--- src/rtl/uart_arb_pkg.sv ---
// Shared types and helpers for the UART transmit arbiter.
package uart_arb_pkg;

  typedef enum logic {ARB_IDLE, ARB_OWN} uart_arb_state_e;

  localparam int UART_BYTE_W = 8;

  function automatic int unsigned next_idx(input int unsigned idx, input int unsigned n);
    return (idx + 1 >= n) ? 0 : idx + 1;
  endfunction

endpackage

--- src/rtl/rr_picker.sv ---
// Combinational round-robin picker: first requester at or after start, wrapping upward.
module rr_picker #(
  parameter int NUM_REQ = 2
) (
  input  logic [NUM_REQ-1:0]         req,
  input  logic [$clog2(NUM_REQ)-1:0] start,
  output logic [NUM_REQ-1:0]         gnt,
  output logic [$clog2(NUM_REQ)-1:0] idx
);
  localparam int IDX_W = $clog2(NUM_REQ);
  localparam int SUM_W = IDX_W + 1;

  always_comb begin
    logic             found;
    logic [SUM_W-1:0] sum;
    logic [IDX_W-1:0] pos;
    gnt   = '0;
    idx   = '0;
    found = 1'b0;
    sum   = '0;
    pos   = '0;
    for (int k = 0; k < NUM_REQ; k++) begin
      sum = {1'b0, start} + SUM_W'(k);
      pos = (sum >= SUM_W'(NUM_REQ)) ? IDX_W'(sum - SUM_W'(NUM_REQ)) : IDX_W'(sum);
      if (!found && req[pos]) begin
        found    = 1'b1;
        gnt[pos] = 1'b1;
        idx      = pos;
      end
    end
  end

endmodule

--- src/rtl/uart_tx_arbiter.sv ---
// Message-granular round-robin arbiter sharing one UART TX engine among several
// byte producers, with a watchdog that revokes a lock from a stalled owner.
module uart_tx_arbiter
  import uart_arb_pkg::*;
#(
  parameter int NUM_REQ      = 2,
  parameter int LOCK_TIMEOUT = 1024
) (
  input  logic                           clk_i,
  input  logic                           rst_ni,
  input  logic [NUM_REQ-1:0]             req_valid_i,
  input  logic [NUM_REQ*UART_BYTE_W-1:0] req_data_i,
  input  logic [NUM_REQ-1:0]             req_last_i,
  output logic [NUM_REQ-1:0]             req_ready_o,
  output logic                           tx_valid_o,
  output logic [UART_BYTE_W-1:0]         tx_data_o,
  input  logic                           tx_ready_i,
  output logic                           grant_o,
  output logic [$clog2(NUM_REQ)-1:0]     owner_o,
  output logic                           timeout_o
);
  localparam int IDX_W = $clog2(NUM_REQ);
  localparam int CNT_W = $clog2(LOCK_TIMEOUT + 1);
  // Firing when the pre-increment count equals LOCK_TIMEOUT-2 means the count
  // reaches LOCK_TIMEOUT-1 in that cycle, so the pulse lands LOCK_TIMEOUT cycles
  // after the owner's last transfer.
  localparam logic [CNT_W-1:0] CNT_FIRE = CNT_W'(LOCK_TIMEOUT - 2);

  uart_arb_state_e        state;
  logic [IDX_W-1:0]       owner;
  logic [IDX_W-1:0]       rr_ptr;
  logic [IDX_W-1:0]       pick_idx;
  logic [NUM_REQ-1:0]     pick_gnt;
  logic                   pick_any;
  logic [CNT_W-1:0]       idle_cnt;
  logic                   grant_q;
  logic                   timeout_q;
  logic                   own;
  logic                   own_valid;
  logic                   own_last;
  logic [UART_BYTE_W-1:0] own_data;
  logic                   xfer;
  logic                   counting;
  logic                   wd_fire;

  rr_picker #(.NUM_REQ(NUM_REQ)) u_picker (
    .req   (req_valid_i),
    .start (rr_ptr),
    .gnt   (pick_gnt),
    .idx   (pick_idx)
  );

  assign pick_any  = |pick_gnt;
  assign own       = (state == ARB_OWN);
  assign own_valid = req_valid_i[owner];
  assign own_last  = req_last_i[owner];
  assign own_data  = req_data_i[{owner, 3'b000} +: UART_BYTE_W];
  assign xfer      = own && own_valid && tx_ready_i;
  // Backpressure with valid held high is not a stall, so only a missing byte counts.
  assign counting  = own && !own_valid;
  assign wd_fire   = counting && (idle_cnt == CNT_FIRE);

  always_comb begin
    req_ready_o = '0;
    if (own) req_ready_o[owner] = tx_ready_i;
  end

  assign tx_valid_o = own && own_valid;
  assign tx_data_o  = own ? own_data : '0;
  assign grant_o    = grant_q;
  assign owner_o    = owner;
  assign timeout_o  = timeout_q;

  always_ff @(posedge clk_i or negedge rst_ni) begin
    if (!rst_ni) begin
      state     <= ARB_IDLE;
      owner     <= '0;
      rr_ptr    <= '0;
      idle_cnt  <= '0;
      grant_q   <= 1'b0;
      timeout_q <= 1'b0;
    end else begin
      timeout_q <= 1'b0;
      case (state)
        ARB_IDLE: begin
          if (pick_any) begin
            state    <= ARB_OWN;
            owner    <= pick_idx;
            grant_q  <= 1'b1;
            idle_cnt <= '0;
          end
        end
        ARB_OWN: begin
          if (xfer) begin
            idle_cnt <= '0;
            if (own_last) begin
              state   <= ARB_IDLE;
              grant_q <= 1'b0;
              rr_ptr  <= IDX_W'(next_idx(32'(owner), NUM_REQ));
            end
          end else if (wd_fire) begin
            state     <= ARB_IDLE;
            grant_q   <= 1'b0;
            timeout_q <= 1'b1;
            idle_cnt  <= '0;
            rr_ptr    <= IDX_W'(next_idx(32'(owner), NUM_REQ));
          end else if (counting) begin
            idle_cnt <= idle_cnt + 1'b1;
          end
        end
        default: state <= ARB_IDLE;
      endcase
    end
  end

endmodule

--- config.mk ---
export PLATFORM = sky130hd
export DESIGN_NAME = uart_tx_arbiter
export DESIGN_NICKNAME = d
export VERILOG_FILES = /design/src/rtl/uart_arb_pkg.sv /design/src/rtl/rr_picker.sv /design/src/rtl/uart_tx_arbiter.sv
export SDC_FILE = /design/constraint.sdc
export NUM_CORES = 1
export LEC_CHECK = 0
export ABC_CLOCK_PERIOD_IN_PS = 2000
export CELL_PAD_IN_SITES_DETAIL_PLACEMENT = 1
export CELL_PAD_IN_SITES_GLOBAL_PLACEMENT = 2
export CORE_ASPECT_RATIO = 0.75
export CORE_MARGIN = 5
export CORE_UTILIZATION = 26
export CTS_CLUSTER_DIAMETER = 60
export DETAILED_ROUTE_END_ITERATION = 10
export PLACE_DENSITY = 0.85
export SLEW_MARGIN = 10
export SYNTH_ARGS = -nofsm -noshare
export SYNTH_HDL_FRONTEND = slang
export SYNTH_HIERARCHICAL = 1
export SYNTH_SLANG_ARGS = --single-unit
--- constraint.sdc ---
create_clock -name clk_i -period 2 [get_ports clk_i]
set_input_delay 0.4 -clock clk_i [delete_from_list [all_inputs] [get_ports clk_i]]
set_output_delay 0.4 -clock clk_i [all_outputs]
set_load 0.03 [all_outputs]
Word level (Yosys, flattened, before mapping). Index checks and enable logic that the tools add are counted.

$lt $le $gt $ge: 9. Reduce and logical (&&, ||, !) cells: 16. Add/subtract/negate cells: 5. Eq/ne operators: 6. Shifts and indexed selects: 1. Divide/modulo/power cells: 0. Multiplexer cells: 45. Multiply operators: 0. Bitwise operators: 3.

Operators by type and width (count): $mux W11 (4); $mux W1 (31); $pmux W11 S2 (1); $shiftx A16 B5 Y8 (1); $add A11 B1 Y11 const B (1); $eq A11 B10 Y1 const B (1); $logic_and A1 B1 Y1 (8); $mux W8 (1); $lt A1 B2 Y1 const B (3); $mux W2 (3); $reduce_and A3 Y1 (2); $add A1 B1 Y2 const B (2); $ge A2 B2 Y1 const B (2); $ne A2 B2 Y1 const B (2); $ne A4 B1 Y1 const B (1); $pmux W1 S2 (2); $reduce_and A2 Y1 (2); $demux W1 S1 (3); $ge A1 B1 Y1 const B (3); $ne A3 B1 Y1 const B (1); $ne A3 B3 Y1 const B (1); $and A2 B2 Y2 (1); $ge A1 B2 Y1 const B (1); $logic_not A1 Y1 (2); 5 further kinds (6).

Word-level logic and storage cells: 91. Memories kept: 0. Input port bits: 23. Bits in writable memories: 0. Bits in latches: 0. Bits in read-only memories: 0. Flip-flop bits (word level): 16. Output and inout port bits: 14.

Depth between registers and ports, before layout. Gate-level depths: netlist (run 1).

Depth after elaboration: 12. Depth in mapped cells: 6. Gate-level depth less buffers: 6.

Cells and area by module. The synthesis (run 1) kept the hierarchy.

Modules (own cells, without submodules): uart_tx_arbiter (times used 1, area an instance 1046.0 sq um, cells each 111); rr_picker (times used 1, area an instance 30.0 sq um, cells each 4).

Worst setup path before layout (run 1). OpenSTA, ideal clock, no wires.

Kind: register -> output. From: register owner (netlist: owner_o). To: output port tx_data_o[1]. Path buffers: 2. Stages on the path, launching flop included: 5. Required time: 1.600 ns. Path slack: -0.043 ns. Arrival: 1.643 ns. Cell sequence: dfrtp_1 > buf_6 > clkbuf_1 > mux2i_1 > nor2b_1.

Longest elaborated chain between the ends: 2.

Ends and longest elaborated chain: start, declared (line uart_tx_arbiter.sv:30) `logic [IDX_W-1:0] owner;`; start signal, assigned (line uart_tx_arbiter.sv:88) `owner <= pick_idx;`; $shiftx A16 B5 Y8 (line uart_tx_arbiter.sv:57) `assign own_data = req_data_i[{owner, 3'b000} +: UART_BYTE_W];`; $mux W8 (line uart_tx_arbiter.sv:69) `assign tx_data_o = own ? own_data : '0;`; end, declared (line uart_tx_arbiter.sv:16) `output logic [UART_BYTE_W-1:0] tx_data_o,`.

Every way passes these cells.

Worst setup path in the final report (run 1). Same ends and word-level chain as after synthesis.

==> flow_summary.json, run 1 <==
{
  "start_util_pct": 26.7,
  "end_kind": "primary output",
  "skew_ns": 0.00237,
  "die_x_um": 84.3,
  "syn_avg_cell_area_um2": 9.36,
  "cap_violations": 0,
  "slew_headroom_pct": 65.7,
  "worst_ep_arrival_time_ns": 1.43,
  "rsz0062_at_grt": "false",
  "synthDistinctLibCells": 34,
  "hpwl_mm": 2.75,
  "fin_crit_ns": 1.83,
  "synth-seq-cells": 16,
  "synth_area_mm2": 0.00108,
  "io_pins": 37,
  "final_cell_mix": "buf_4, clkdlybuf4s50_1, dfrtp_1, mux2i_1, nand2_1",
  "cts_tree": "yes",
  "path_class": "flop to primary output",
  "post-route-period-util_pct": 91.5,
  "gp_congestion": 0.723,
  "synth-warning-count": 6,
  "hold_class": "input port to async pin",
  "diodes": 0,
  "final_util_pct": 40.8,
  "final_common_cell": "buf_4",
  "placed_cells": 215,
  "rows": 20,
  "dr.pass1.iters": 4,
  "grt_pass1_wl_mm": 5.54,
  "io_buffers": 36,
  "grt_pass1_vias": 1131,
  "cp-start-kind": "flop",
  "yosysSeqAreaShare_pct": 37.2,
  "yosysTopAreaCell": "dfrtp_1",
  "drt-initial-drc-count": 37,
  "ctsResizeCount": 4,
  "synthCells": 115,
  "whs_ns": 0.464,
  "cts_setup_buffers": 0,
  "multi_input_area_um2": 673,
  "status": "finished clean",
  "hold_viol": 0,
  "worstPathRequired_ns": 1.60,
  "wire_per_inst_um": 15.3,
  "layout-drive-gt1-share_pct": 26.1,
  "fin_setup_tns_ns": 0,
  "synth_top_area_share_pct": 37.2,
  "seq_area_um2": 402,
  "core_mm2": 0.00403,
  "routed_wl_mm": 3.36,
  "vias": 1061,
  "clock_sinks": 16,
  "grtUsageTotal_pct": 12.9,
  "synth_top_cells_by_area": "dfrtp_1, mux2i_1, nor2b_1",
  "peakVddDrop_v": 0.000335,
  "fmax_mhz": 546,
  "cts_hold_buf": 0,
  "grt_start_max_net_pins": 17,
  "cts_made_buffers": 3,
  "cts_buffer_depth": 2,
  "powerDensity_mw_per_mm2": 1090,
  "area_delta_synth_final_pct": 52.9,
  "setup_viol": 0,
  "drc": 0,
  "vias_per_cell": 4.82,
  "syn_nets": 140,
  "die_h_um": 65.7,
  "drtAntennaViolNets": 0,
  "grt_overflow": 0,
  "p_total_mw": 1.79,
  "antenna_found_initial": 0,
  "instances_no_fill": 220,
  "leakage_nw": 0.714,
  "drv_slew": 0,
  "clk_pin_slew_ns": 0.06,
  "nNetsFinal": 191,
  "clk_latency_ns": 0.25,
  "htree_levels": 1,
  "nFillCells": 469,
  "die-area_mm2": 0.00554,
  "cts-root-buf": "clkbuf_8",
  "crit_path_max_fanout": 13,
  "worst_slew_pin_slew_ns": 0.512
}
[synth_stat cells]
library cell	n
and2_1	1
nor3_1	1
mux2i_1	10
mux2_2	1
mux2i_4	1
xor2_1	2
o21ai_0	6
buf_2	1
or4_4	1
a21oi_1	7
xnor2_1	1
inv_1	5
a31oi_4	1
nand2_1	9
nand3_1	4
or4_1	4
and3_1	3
o2111ai_1	1
dfrtp_1	16
mux2_4	1
clkbuf_1	2
nand4_1	1
nand2b_1	1
buf_6	1
and4_1	1
nor2_1	8
a21boi_2	1
a21boi_1	2
nand4b_1	1
o31ai_1	3
nor2b_1	8
or3_1	5
ha_1	2
o211ai_1	3
[flip-flops by register name, indices dropped and copies added, names as in the netlist]
signal     flops
timeout_o      1
grant_o        1
rr_ptr         1
own            1
idle_cnt      11
owner_o        1
[report_power, final]
part	total [mW]	internal [mW]	switching (mW)
clock network	0.291	0.175	0.116
logic	1.01	0.453	0.557
registers	0.490	0.391	0.0986
total	1.79	1.02	0.772
[worst paths after layout]
path	cells past startpoint	slack, ns	start	endpoint
max in group asynchronous	2	1.33	rst_ni	owner_o
setup / recovery	4	0.17	owner_o	tx_data_o[1]
hold reg to reg	2	0.55	grant_o	grant_o
min in group clk_i	2	0.55	grant_o	grant_o
hold / removal	2	0.46	rst_ni	idle_cnt[5]
setup reg to reg	4	0.17	owner_o	idle_cnt[5]
[per-stage QoR]
stage	area, um^2	setup WS, ns
floorplan	1090	0.0619
global placement	1570	-0.312
detailed placement	1570	-0.353
CTS	1650	0.152
global route	1650	0.00321
finish	1650	0.170
[critical path: stages, from the launching register on]
cell,delay (ns)
dfrtp_2,0.44
buf_4,0.25
mux2i_1,0.26
nor2b_2,0.06
buf_4,0.17
[kinds of logic after synthesis]
| kind of cell | synth area share [%] |
|---|---|
| adders and majority gates | 2.33 |
| xor gates and xnor gates | 2.44 |
| and+or+nand+nor | 24.8 |
| DFF | 37.2 |
| buffers and inverters | 3.95 |
| AOI/OAI and AO/OA | 15.5 |
| muxes | 13.8 |
[final cells by class]
| class | instances | share of cell area (%) |
|---|---|---|
| multi-input cells | 91 | 40.9 |
| repair buffers | 49 | 26.0 |
| flip-flops and latches | 16 | 24.4 |
| inverters | 5 | 1.14 |
| clock buffers | 4 | 3.35 |
| well taps | 55 | 4.18 |
[routing by layer]
layer | vias up | global-route usage, % | share of wire (%)
met4 | 0 | 3.61 | 1.3
met2 | 7 | 23.5 | 53
met5 | - | 0 | 0
met3 | 4 | 2.63 | 1.7
li1 | 520 | - | -
met1 | 530 | 15.4 | 44
Power figures use the tool's default switching activity.
==> run 2: changes to the inputs <==
Settings changed: GPL_TIMING_DRIVEN set to 0.
==> run 2 against run 1 <==
Count of clock-buffer cells in the layout unchanged. Flip-flop and latch count is the same. Register-to-register slack got worse by 0.097 ns. Non-clock buffer count shrank 9. Cell area decreased by 4.0%. Critical endpoint is now idle_cnt[9].
==> flow_summary.json, run 2 (same netlist as run 1, synthesis figures left out) <==
{
  "final_util_pct": 39.2,
  "clkPwrFrac_pct": 14.8,
  "worst_ep_arrival_time_ns": 2.05,
  "path_class": "flop to flop",
  "vias_per_cell": 4.88,
  "reg2reg_depth": 5,
  "skew_ns": 0.00285,
  "grtUsageTotal_pct": 11.8,
  "htree_levels": 1,
  "antenna_found_initial": 0,
  "final_common_cell": "clkdlybuf4s50_1",
  "area_delta_synth_final_pct": 46.9,
  "diodes": 0,
  "grt_start_max_net_pins": 17,
  "routed_wl_mm": 3.16,
  "dr.pass1.iters": 2,
  "final_cell_mix": "clkdlybuf4s50_1, dfrtp_1, mux2i_1, nand2_1, nor2_1",
  "layout-drive-gt1-share_pct": 21.8,
  "cts_hold_buf": 0,
  "placed_area_mm2": 0.00152,
  "instances_no_fill": 211,
  "cp-start-kind": "flop",
  "core_mm2": 0.00403,
  "design_area_mm2": 0.00158,
  "cts_tree": "yes",
  "cts-root-buf": "clkbuf_8",
  "setup_viol": 0,
  "crit_path_max_fanout": 6,
  "regMostFlops": "idle_cnt",
  "cts_made_buffers": 3,
  "peakVddDrop_v": 0.000344,
  "start_util_pct": 26.7,
  "rows": 20,
  "worstPathRequired_ns": 2.13,
  "switchingPower_uw": 759,
  "end_kind": "flop",
  "io_pins": 37,
  "fmax_mhz": 519,
  "grt_pass1_vias": 1071,
  "slew_headroom_pct": 50.4,
  "nNetsFinal": 182,
  "vias": 1030,
  "status": "finished clean",
  "clock_sinks": 16,
  "post-route-period-util_pct": 96.4,
  "powerDensity_mw_per_mm2": 1090,
  "swShare_pct": 44.2,
  "power_frac_comb_pct": 58.7,
  "hold_class": "flop to flop",
  "cts_setup_buffers": 0,
  "hpwl_mm": 2.52,
  "pwr-share-seq_pct": 26.5,
  "fin_setup_tns_ns": 0,
  "drtAntennaViolNets": 0,
  "r2r_slack_ns": 0.07,
  "die_x_um": 84.3,
  "gp_congestion": 0.706,
  "cap_violations": 0,
  "clk_latency_ns": 0.25,
  "clk_pin_slew_ns": 0.06,
  "die_h_um": 65.7,
  "hold_viol": 0,
  "intPower_uw": 959,
  "grt_pass1_wl_mm": 5.24,
  "drt-initial-drc-count": 42,
  "largest_reg_flops": 11,
  "leakage_nw": 0.657,
  "cts_buffer_depth": 2,
  "placed_cells": 206,
  "p_total_mw": 1.72,
  "wire_per_inst_um": 15.0,
  "fin_crit_ns": 1.93,
  "drv_slew": 0,
  "die-area_mm2": 0.00554,
  "grt_overflow": 0,
  "io_buffers": 36,
  "holdPathStages": 2,
  "drc": 0,
  "worst_slew_pin_slew_ns": 0.741
}
## run 2: cell types whose count changed in the layout (fill, tap and decap cells not counted), moves of 2 or more
cell	delta
buf_4	-24
clkdlybuf4s15_2	+5
buf_2	+4
clkbuf_2	+3
buf_6	+2
## run 2: worst max-delay path: stages (launching register included)
cell and delay (ns):
dfrtp_2 0.41, buf_6 0.14, mux2_4 0.33, or4_4 0.57
a31oi_2 0.28, a21oi_1 0.07
## run 2: power by group through the flow
stage	registers [mW]	clock network, mW	logic, mW
2_1_floorplan	0.488	0	0.624
3_3_place_gp	0.454	0	1.01
6_report	0.455	0.254	1.01
3_5_place_dp	0.461	0	1.03
5_1_grt	0.469	0.276	1.08
4_1_cts	0.457	0.262	1.01
## run 2: final timing paths
kind	endpoint	startpoint
min	grant_o	grant_o
max reg2reg	idle_cnt[9]	owner_o
max in group asynchronous	owner_o	rst_ni
max	idle_cnt[9]	owner_o
min in group asynchronous	idle_cnt[6]	rst_ni
min reg2reg	grant_o	grant_o
## run 2: cell type report
class                           instances  area (um^2)
Tap cell                               55         68.8
Inverter                                5         18.8
Multi-Input combinational cell         91          676
Sequential cell                        16          402
Clock buffer                            4         45.0
Timing Repair Buffer                   36          338
Buffer                                  4         32.5
Fill cell                             469         2450
## run 2: stage by stage
stage	setup slack (ns)	hold slack, ns
2_1_floorplan	0.0619	0.104
3_3_place_gp	-0.513	0.501
3_5_place_dp	-0.561	0.522
4_1_cts	0.00574	0.536
5_1_grt	-0.00170	0.558
6_report	0.0727	0.522
## run 2: routing by layer
metal	global-route usage (%)	vias to the layer above	share of wire, %
met5	0	-	0
li1	-	502	-
met1	14.4	519	44
met4	3.01	0	0.85
met3	3.13	2	2.1
met2	20.7	7	53
## run 2: timing repair
| action | in CTS | in global routing |
|---|---|---|
| pin swaps | 0 | 1 |
| gates cloned | 0 | 1 |
| gates resized for setup | 32 | 14 |
| setup endpoints to repair | 21 | 19 |
==> run 3: changes to the inputs <==
Settings changed: CAP_MARGIN set to 20.
==> results of run 3 <==
Same layout as run 2: the final DEF is identical, and so are final timing and power.
